### config.mk
export PLATFORM = sky130hd
export DESIGN_NAME = gtp_pll_rst_seq
export DESIGN_NICKNAME = d
export VERILOG_FILES = /design/src/rtl/gtp_pll_rst_seq.sv
export SDC_FILE = /design/constraint.sdc
export NUM_CORES = 1
export LEC_CHECK = 0
export ABC_AREA = 1
export CAP_MARGIN = 25
export CORE_MARGIN = 3
export CORE_UTILIZATION = 45
export CTS_CLUSTER_SIZE = 30
export DETAILED_ROUTE_END_ITERATION = 7
export HOLD_SLACK_MARGIN = 0.05
export PLACE_DENSITY = 0.67
export SETUP_SLACK_MARGIN = 0.05
export SYNTH_ARGS = -nofsm -noshare
export SYNTH_HDL_FRONTEND = slang
export SYNTH_SLANG_ARGS = --single-unit
### constraint.sdc
create_clock -name CLK -period 3.09 [get_ports CLK]
set_input_delay 0.4635 -clock CLK [delete_from_list [all_inputs] [get_ports CLK]]
set_output_delay 0.4635 -clock CLK [all_outputs]
set_load 0.01 [all_outputs]
### src/rtl/gtp_pll_rst_seq.sv
// Power-up, reset and lock supervisor for the GTP PLL wrapper.
// Sequences PLL_PWD/PLL_RST/RESET_ODIV/GATEO from a filtered PLL_LOCK and exposes a single READY qualifier.
module gtp_pll_rst_seq #(
    parameter int             RST_CYCLES   = 16,
    parameter int             LOCK_FILTER  = 64,
    parameter int             GATE_DELAY   = 8,
    parameter int             LOCK_TIMEOUT = 65535,
    parameter logic [4:0]     GATE_MASK    = 5'b00001,
    parameter int             CNT_W        = 16
) (
    input  logic       CLK,
    input  logic       RST,
    input  logic       PWD_REQ,
    input  logic       RESTART_REQ,
    input  logic       PLL_LOCK_IN,
    output logic       PLL_PWD,
    output logic       PLL_RST,
    output logic       RESET_ODIV,
    output logic [4:0] GATEO,
    output logic       READY,
    output logic [7:0] LOSS_CNT,
    output logic       TIMEOUT_ERR,
    output logic [2:0] state_dbg
);

    typedef enum logic [2:0] {
        ST_PWD       = 3'd0,
        ST_RESET     = 3'd1,
        ST_WAIT_LOCK = 3'd2,
        ST_FILTER    = 3'd3,
        ST_ODIV_REL  = 3'd4,
        ST_RUN       = 3'd5
    } state_t;

    localparam logic [CNT_W-1:0] RST_LAST    = CNT_W'(RST_CYCLES - 1);
    localparam logic [CNT_W-1:0] FILTER_LAST = CNT_W'(LOCK_FILTER - 1);
    localparam logic [CNT_W-1:0] GATE_LAST   = CNT_W'(GATE_DELAY - 1);
    localparam logic [CNT_W-1:0] TO_LAST     = CNT_W'(LOCK_TIMEOUT - 1);

    state_t           state, state_next;
    logic [CNT_W-1:0] cnt;
    logic             lock_meta, lock_s;
    logic             timeout_hit, loss_hit;
    logic             pwd_d, rst_d, odiv_d, ready_d;
    logic [4:0]       gate_d;

    // PLL_LOCK is asynchronous to CLK; only lock_s is used past this point.
    always_ff @(posedge CLK or posedge RST) begin
        if (RST) begin
            lock_meta <= 1'b0;
            lock_s    <= 1'b0;
        end else begin
            lock_meta <= PLL_LOCK_IN;
            lock_s    <= lock_meta;
        end
    end

    always_comb begin
        state_next  = state;
        timeout_hit = 1'b0;
        loss_hit    = 1'b0;
        case (state)
            ST_PWD:       if (!PWD_REQ) state_next = ST_RESET;
            ST_RESET:     if (cnt == RST_LAST) state_next = ST_WAIT_LOCK;
            ST_WAIT_LOCK: begin
                if (lock_s) begin
                    state_next = ST_FILTER;
                end else if (cnt == TO_LAST) begin
                    state_next  = ST_RESET;
                    timeout_hit = 1'b1;
                end
            end
            ST_FILTER: begin
                if (!lock_s)                 state_next = ST_WAIT_LOCK;
                else if (cnt == FILTER_LAST) state_next = ST_ODIV_REL;
            end
            ST_ODIV_REL: begin
                if (!lock_s)               state_next = ST_RESET;
                else if (cnt == GATE_LAST) state_next = ST_RUN;
            end
            ST_RUN: begin
                if (!lock_s) begin
                    state_next = ST_RESET;
                    loss_hit   = 1'b1;
                end
            end
            default: state_next = ST_RESET;
        endcase
        // Restart is meaningless while already powered down or in reset.
        if (RESTART_REQ && state != ST_PWD && state != ST_RESET) state_next = ST_RESET;
        if (PWD_REQ) state_next = ST_PWD;
    end

    // Outputs decode the next state so they move on the same edge as the state register.
    always_comb begin
        pwd_d   = 1'b0;
        rst_d   = 1'b0;
        odiv_d  = 1'b0;
        gate_d  = 5'b00000;
        ready_d = 1'b0;
        case (state_next)
            ST_PWD: begin
                pwd_d  = 1'b1;
                rst_d  = 1'b1;
                odiv_d = 1'b1;
            end
            ST_RESET: begin
                rst_d  = 1'b1;
                odiv_d = 1'b1;
            end
            ST_WAIT_LOCK, ST_FILTER: odiv_d = 1'b1;
            ST_RUN: begin
                gate_d  = GATE_MASK;
                ready_d = 1'b1;
            end
            default: ;
        endcase
    end

    always_ff @(posedge CLK or posedge RST) begin
        if (RST) begin
            state       <= ST_RESET;
            cnt         <= '0;
            PLL_PWD     <= 1'b0;
            PLL_RST     <= 1'b1;
            RESET_ODIV  <= 1'b1;
            GATEO       <= 5'b00000;
            READY       <= 1'b0;
            LOSS_CNT    <= 8'd0;
            TIMEOUT_ERR <= 1'b0;
        end else begin
            state      <= state_next;
            cnt        <= (state_next != state) ? '0 : cnt + 1'b1;
            PLL_PWD    <= pwd_d;
            PLL_RST    <= rst_d;
            RESET_ODIV <= odiv_d;
            GATEO      <= gate_d;
            READY      <= ready_d;
            if (loss_hit && LOSS_CNT != 8'hff) LOSS_CNT <= LOSS_CNT + 8'd1;
            if (timeout_hit) TIMEOUT_ERR <= 1'b1;
        end
    end

    assign state_dbg = state;

endmodule

==> flow_metrics.tcl, run 1 <==
set metrics [dict create \
    slew_violations 0 \
    grt_start_max_net_pins 35 \
    die_h_um 71.6 \
    coreArea_um2 4090 \
    grt_usage_pct 15.4 \
    cts_sinks 34 \
    synthesis.area_um2 1940 \
    ant_nets 0 \
    rsz0062_at_grt "no" \
    wire_per_inst_um 11.4 \
    synth.area.top_cells "dfrtp_1, nand2_1, xor2_1" \
    start_util_pct 47.4 \
    critPathBufInv 0 \
    final_common_cell "nand2_1" \
    worstSetupEndpointType "flip-flop" \
    required_ns 3.30 \
    dieArea_um2 5120 \
    cts_hold_buf 0 \
    syn2layout_area_growth_pct 19.0 \
    r2r-end "cnt[3]" \
    setup.worst_path.start "cnt[0]" \
    first_pass_iters 4 \
    layout_min_cycle_time_ns 2.12 \
    fillCellCount 369 \
    antenna_found_initial 0 \
    globalRoute.totalOverflow 0 \
    place.gp.congestion 0.823 \
    path_class "reg -> reg" \
    hold_violations 0 \
    antenna_cells 0 \
    postRouteWirelength_um 3390 \
    fp-row-count 23 \
    crit_path_end "cnt[3]" \
    nNetsFinal 254 \
    ys_warn_count 0 \
    avgSynthCellArea_um2 8.76 \
    fmax_ghz 0.471 \
    drt_iter0_markers 111 \
    final.setup_skew_ns 0.0108 \
    crit_path_cell_trace "ha_1 > nand3_4 > nor2_2 > nand2_2 > nand2_1 > nand2_1 > nand2_1 > nand3_2 > nand2_2 > nand2_1 > nand2_4 > nand3_4 > nor2_1" \
    drc_errors 0 \
    reg2reg_slack_ns 0.97 \
    critical_path.most_common_cell "nand2_1" \
    htree_levels 2 \
    status "finished clean" \
    ys_ff_latch 34 \
    powerDensity_nw_per_um2 448 \
    power.total_w 0.00103 \
    crit_arrival_ns 2.33 \
    die_x_um 71.6 \
    grt_pass1_wl_um 6180 \
    setup_viol 0 \
    via_count 1381 \
    ys_seq_area_share_pct 44.1 \
    clock_path_buffers 2 \
    post-route-period-util_pct 68.7 \
    power_leakage_nw 1.02 \
    postCtsSetupBuffers 0 \
    clk_latency_ns 0.29 \
    r2r_start "cnt[0]" \
    cts_buffers 5 \
    ys_types 28 \
    worstPathMaxFanout 16 \
    min_path_type "reg -> reg" \
    setup-tns-final_ns 0 \
    via_per_inst 4.65 \
    dp_hpwl_um 2470 \
    ir_drop_mv 0.293 \
    cts_tree "yes" \
    cpLargestDelayFamily "simple AND/OR/NAND/NOR gates" \
    critPathMaxStageDelay_ns 0.40 \
    cts_root_buf "clkbuf_8" \
    grt_pass1_vias 1404 \
    path_clk_slew_ns 0.08 \
    slowest_stage "dfrtp_1" \
    ctsResizeCount 0 \
    worst-path-stages 13 \
    register_area_um2 855 \
    yosys.area.top_type "dfrtp_1" \
    io_pins 26 \
    multiInputGateArea_um2 941 \
    synth_top_cell_area_share_pct 40.1 \
    reg2regPathDepth 13 \
    synth_cells 221 \
    port_buffers 21 \
    drive_above_1_share_pct 18.2 \
    drv_cap 0 \
    final_cell_mix "nand2_1, nor2_1, dfrtp_1" \
    critPathLaunchType "flip-flop" \
]
==> worst min path at each step <==
stage / start / endpoint / cells after the start
finish: lock_meta / lock_s / 0
global route: lock_meta / lock_s / 0
CTS: lock_meta / lock_s / 0
detailed placement: lock_meta / lock_s / 0
global placement: lock_meta / lock_s / 0
floorplan: lock_meta / lock_s / 0
==> logic make-up (layout without fill, tap and decap cells) <==
logic type / count (synthesis) / after routing / share of synthesized area (%)
DFF: 34 / 34 / 44.1
and+or+nand+nor: 124 / 124 / 34.0
AOI/OAI and AO/OA: 7 / 7 / 2.39
other: 1 / 4 / 0.194
adders and majority gates: 3 / 3 / 1.94
xor gates and xnor gates: 21 / 21 / 9.50
buffers and inverters: 31 / 54 / 7.82
==> Yosys cell counts, drive strengths merged <==
library cell and number:
a31o 1, buf 6, clkbuf 1, conb 1
dfrtp 31, dfstp 3, ha 3, inv 24
nand2 49, nand3 18, nand3b 1, nand4 2
nor2 47, nor3 5, nor4 2, o21ai 6
xnor2 6, xor2 15
==> registers in the layout (all words and copies together) (netlist names) <==
register / flops
PLL_PWD: 1
PLL_RST: 1
cnt: 16
state_dbg: 3
lock_meta: 1
TIMEOUT_ERR: 1
RESET_ODIV: 1
GATEO: 1
lock_s: 1
LOSS_CNT: 8
==> per-stage QoR <==
| stage | instances | hold WS (ns) | util (%) | area, um^2 | setup slack, ns |
|---|---|---|---|---|---|
| 5_1_grt | 297 | 0.385 | 56.4 | 2300 | 0.713 |
| 3_5_place_dp | 289 | 0.342 | 53.0 | 2170 | 0.857 |
| 3_3_place_gp | 289 | 0.340 | 53.0 | 2170 | 0.891 |
| 6_report | 297 | 0.360 | 56.4 | 2300 | 0.966 |
| 2_1_floorplan | 224 | 0.331 | - | 1950 | 1.31 |
| 4_1_cts | 297 | 0.361 | 56.4 | 2300 | 0.948 |
==> routing by layer <==
metal  global-route usage [%]  vias up  wire length (um)
li1                         -      727                 -
met1                     21.6      625              1690
met2                     22.9       25              1520
met3                     4.35        4               136
met4                     5.64        0                37
met5                        0        -                 0
==> layout make-up <==
cell class | instances | area share, %
Clock inverter | 3 | 2.99
Inverter | 24 | 3.91
Multi-Input combinational cell | 159 | 40.8
Clock buffer | 5 | 2.99
Timing Repair Buffer | 22 | 9.45
Tap cell | 50 | 2.72
Sequential cell | 34 | 37.1
==> power breakdown <==
group | internal (W) | switching, W
registers | 0.000455 | 0.0000125
clock network | 0.000323 | 0.000171
logic | 0.0000231 | 0.0000475
total | 0.000801 | 0.000231
Power figures use the tool's default switching activity.
==> inputs of run 2 (changes only) <==
==> constraint.sdc (replaced) <==
create_clock -name CLK -period 2.1 [get_ports CLK]
set_input_delay 0.315 -clock CLK [delete_from_list [all_inputs] [get_ports CLK]]
set_output_delay 0.315 -clock CLK [all_outputs]
set_load 0.01 [all_outputs]
==> flow_metrics.tcl, run 2 (same netlist as run 1, synthesis figures left out) <==
set metrics [dict create \
    place_inst 292 \
    setup-tns-final_ns 0 \
    register_area_um2 857 \
    io_pins 26 \
    wire_per_inst_um 11.7 \
    final_cells 308 \
    crit_arrival_ns 2.20 \
    setup_viol 0 \
    die_x_um 71.6 \
    clock_path_buffers 2 \
    antenna_cells 0 \
    reg2reg_slack_ns 0.13 \
    power_leakage_nw 1.06 \
    layout_setup_ws_ns 0.130 \
    dieArea_um2 5120 \
    grt_pass1_wl_um 6390 \
    top_register "cnt" \
    min_path_type "reg -> reg" \
    die_h_um 71.6 \
    fp-row-count 23 \
    cts_buffers 5 \
    path_class "reg -> reg" \
    final_util_pct 59.7 \
    r2r-end "cnt[13]" \
    setup.worst_path.start "state_dbg[0]" \
    via_count 1459 \
    antenna_found_initial 0 \
    drv_cap 0 \
    slowest_stage "dfstp_2" \
    path_clk_slew_ns 0.07 \
    final.setup_skew_ns 0.00417 \
    nNetsFinal 265 \
    port_buffers 21 \
    via_per_inst 4.74 \
    coreArea_um2 4090 \
    r2r_start "state_dbg[0]" \
    cts_tree "yes" \
    hold_violations 0 \
    grt_usage_pct 16.0 \
    place.gp.congestion 0.824 \
    fillCellCount 377 \
    final_cell_mix "nand2_1, dfrtp_1, nor2_1" \
    grt_start_max_net_pins 35 \
    start_util_pct 47.4 \
    worstSetupEndpointType "flip-flop" \
    largest_reg_flops 16 \
    slew_violations 0 \
    cts_root_buf "clkbuf_8" \
    multiInputGateArea_um2 1010 \
    grt_pass1_vias 1475 \
    syn2layout_area_growth_pct 26.0 \
    critical_path.most_common_cell "nand3_1" \
    drc_errors 0 \
    critPathLaunchType "flip-flop" \
    drive_above_1_share_pct 27.5 \
    dp_slack_ns -0.0575 \
    critPathMaxStageDelay_ns 0.63 \
    postRouteWirelength_um 3610 \
    fmax_ghz 0.508 \
    crit_path_end "cnt[13]" \
    layout_min_cycle_time_ns 1.97 \
    final_common_cell "nand2_1" \
    reg2regPathDepth 9 \
    ir_drop_mv 0.515 \
    first_pass_iters 4 \
    globalRoute.totalOverflow 0 \
    crit_path_cell_trace "inv_1 > nor3_1 > nand3_1 > nand3_2 > nand3_1 > nand2_4 > nand3_4 > buf_12 > nor2_4" \
    ant_nets 0 \
    drt_iter0_markers 99 \
    clk_latency_ns 0.29 \
    dp_hpwl_um 2600 \
    cts_hold_buf 0 \
    whs_ns 0.362 \
    cts_sinks 34 \
    required_ns 2.33 \
    post-route-period-util_pct 93.8 \
    rsz0062_at_grt "yes" \
    powerDensity_nw_per_um2 551 \
    htree_levels 2 \
    status "finished clean" \
    worstPathMaxFanout 8 \
]
## run 2: cell count changes in the layout (fill, tap and decap cells not counted), sizes merged
| cell | change |
|---|---|
| clkinv | +1 |
| bufinv | -2 |
| clkbuf | +1 |
| buf | +11 |
## run 2: metrics by stage
stage	area [um^2]	power, W
3_3_place_gp	2190	0.000813
6_report	2440	0.00134
5_1_grt	2440	0.00141
2_1_floorplan	1950	0.000790
3_5_place_dp	2190	0.000815
4_1_cts	2310	0.00131
## run 2: worst min path at each step
stage | start | to | slack, ns | depth (start not counted)
after floorplan | lock_meta | lock_s | 0.33 | 0
after global placement | lock_meta | lock_s | 0.34 | 0
after detailed placement | lock_meta | lock_s | 0.35 | 0
final | lock_meta | lock_s | 0.36 | 0
after CTS | lock_meta | lock_s | 0.36 | 0
after global routing | lock_meta | lock_s | 0.37 | 0
## run 2: area by class of cell
type | count | share of cell area (%)
Sequential cell | 34 | 35.1
Tap cell | 50 | 2.57
Clock buffer | 6 | 2.98
Multi-Input combinational cell | 159 | 41.6
Timing Repair Buffer | 33 | 13.6
Inverter | 24 | 3.69
Clock inverter | 2 | 0.410
## run 2: per-layer routing
metal	track usage, %	share of wire, %	vias up
li1	-	-	746
met1	21.0	48	683
met2	24.5	47	23
met5	0	0	-
met3	4.49	3.4	7
met4	7.52	1.9	0
## run 2: timing repair
action,in CTS,in global routing
buffers inserted,3,5
endpoints found under the setup margin,15,14
cloned,0,0
resized for setup,0,23
pin swaps,1,12
## run 2: report_power, final
group          switching [W]  internal, W
logic              0.0000969    0.0000874
registers          0.0000195     0.000671
clock network       0.000240     0.000230
## run 2: worst max-delay path: cells and delay by family, from the launching register on
family | cells | cell delay, ns
AND/OR/NAND/NOR | 7 | 0.96
flip-flops | 1 | 0.63
buffers and inverters | 2 | 0.30
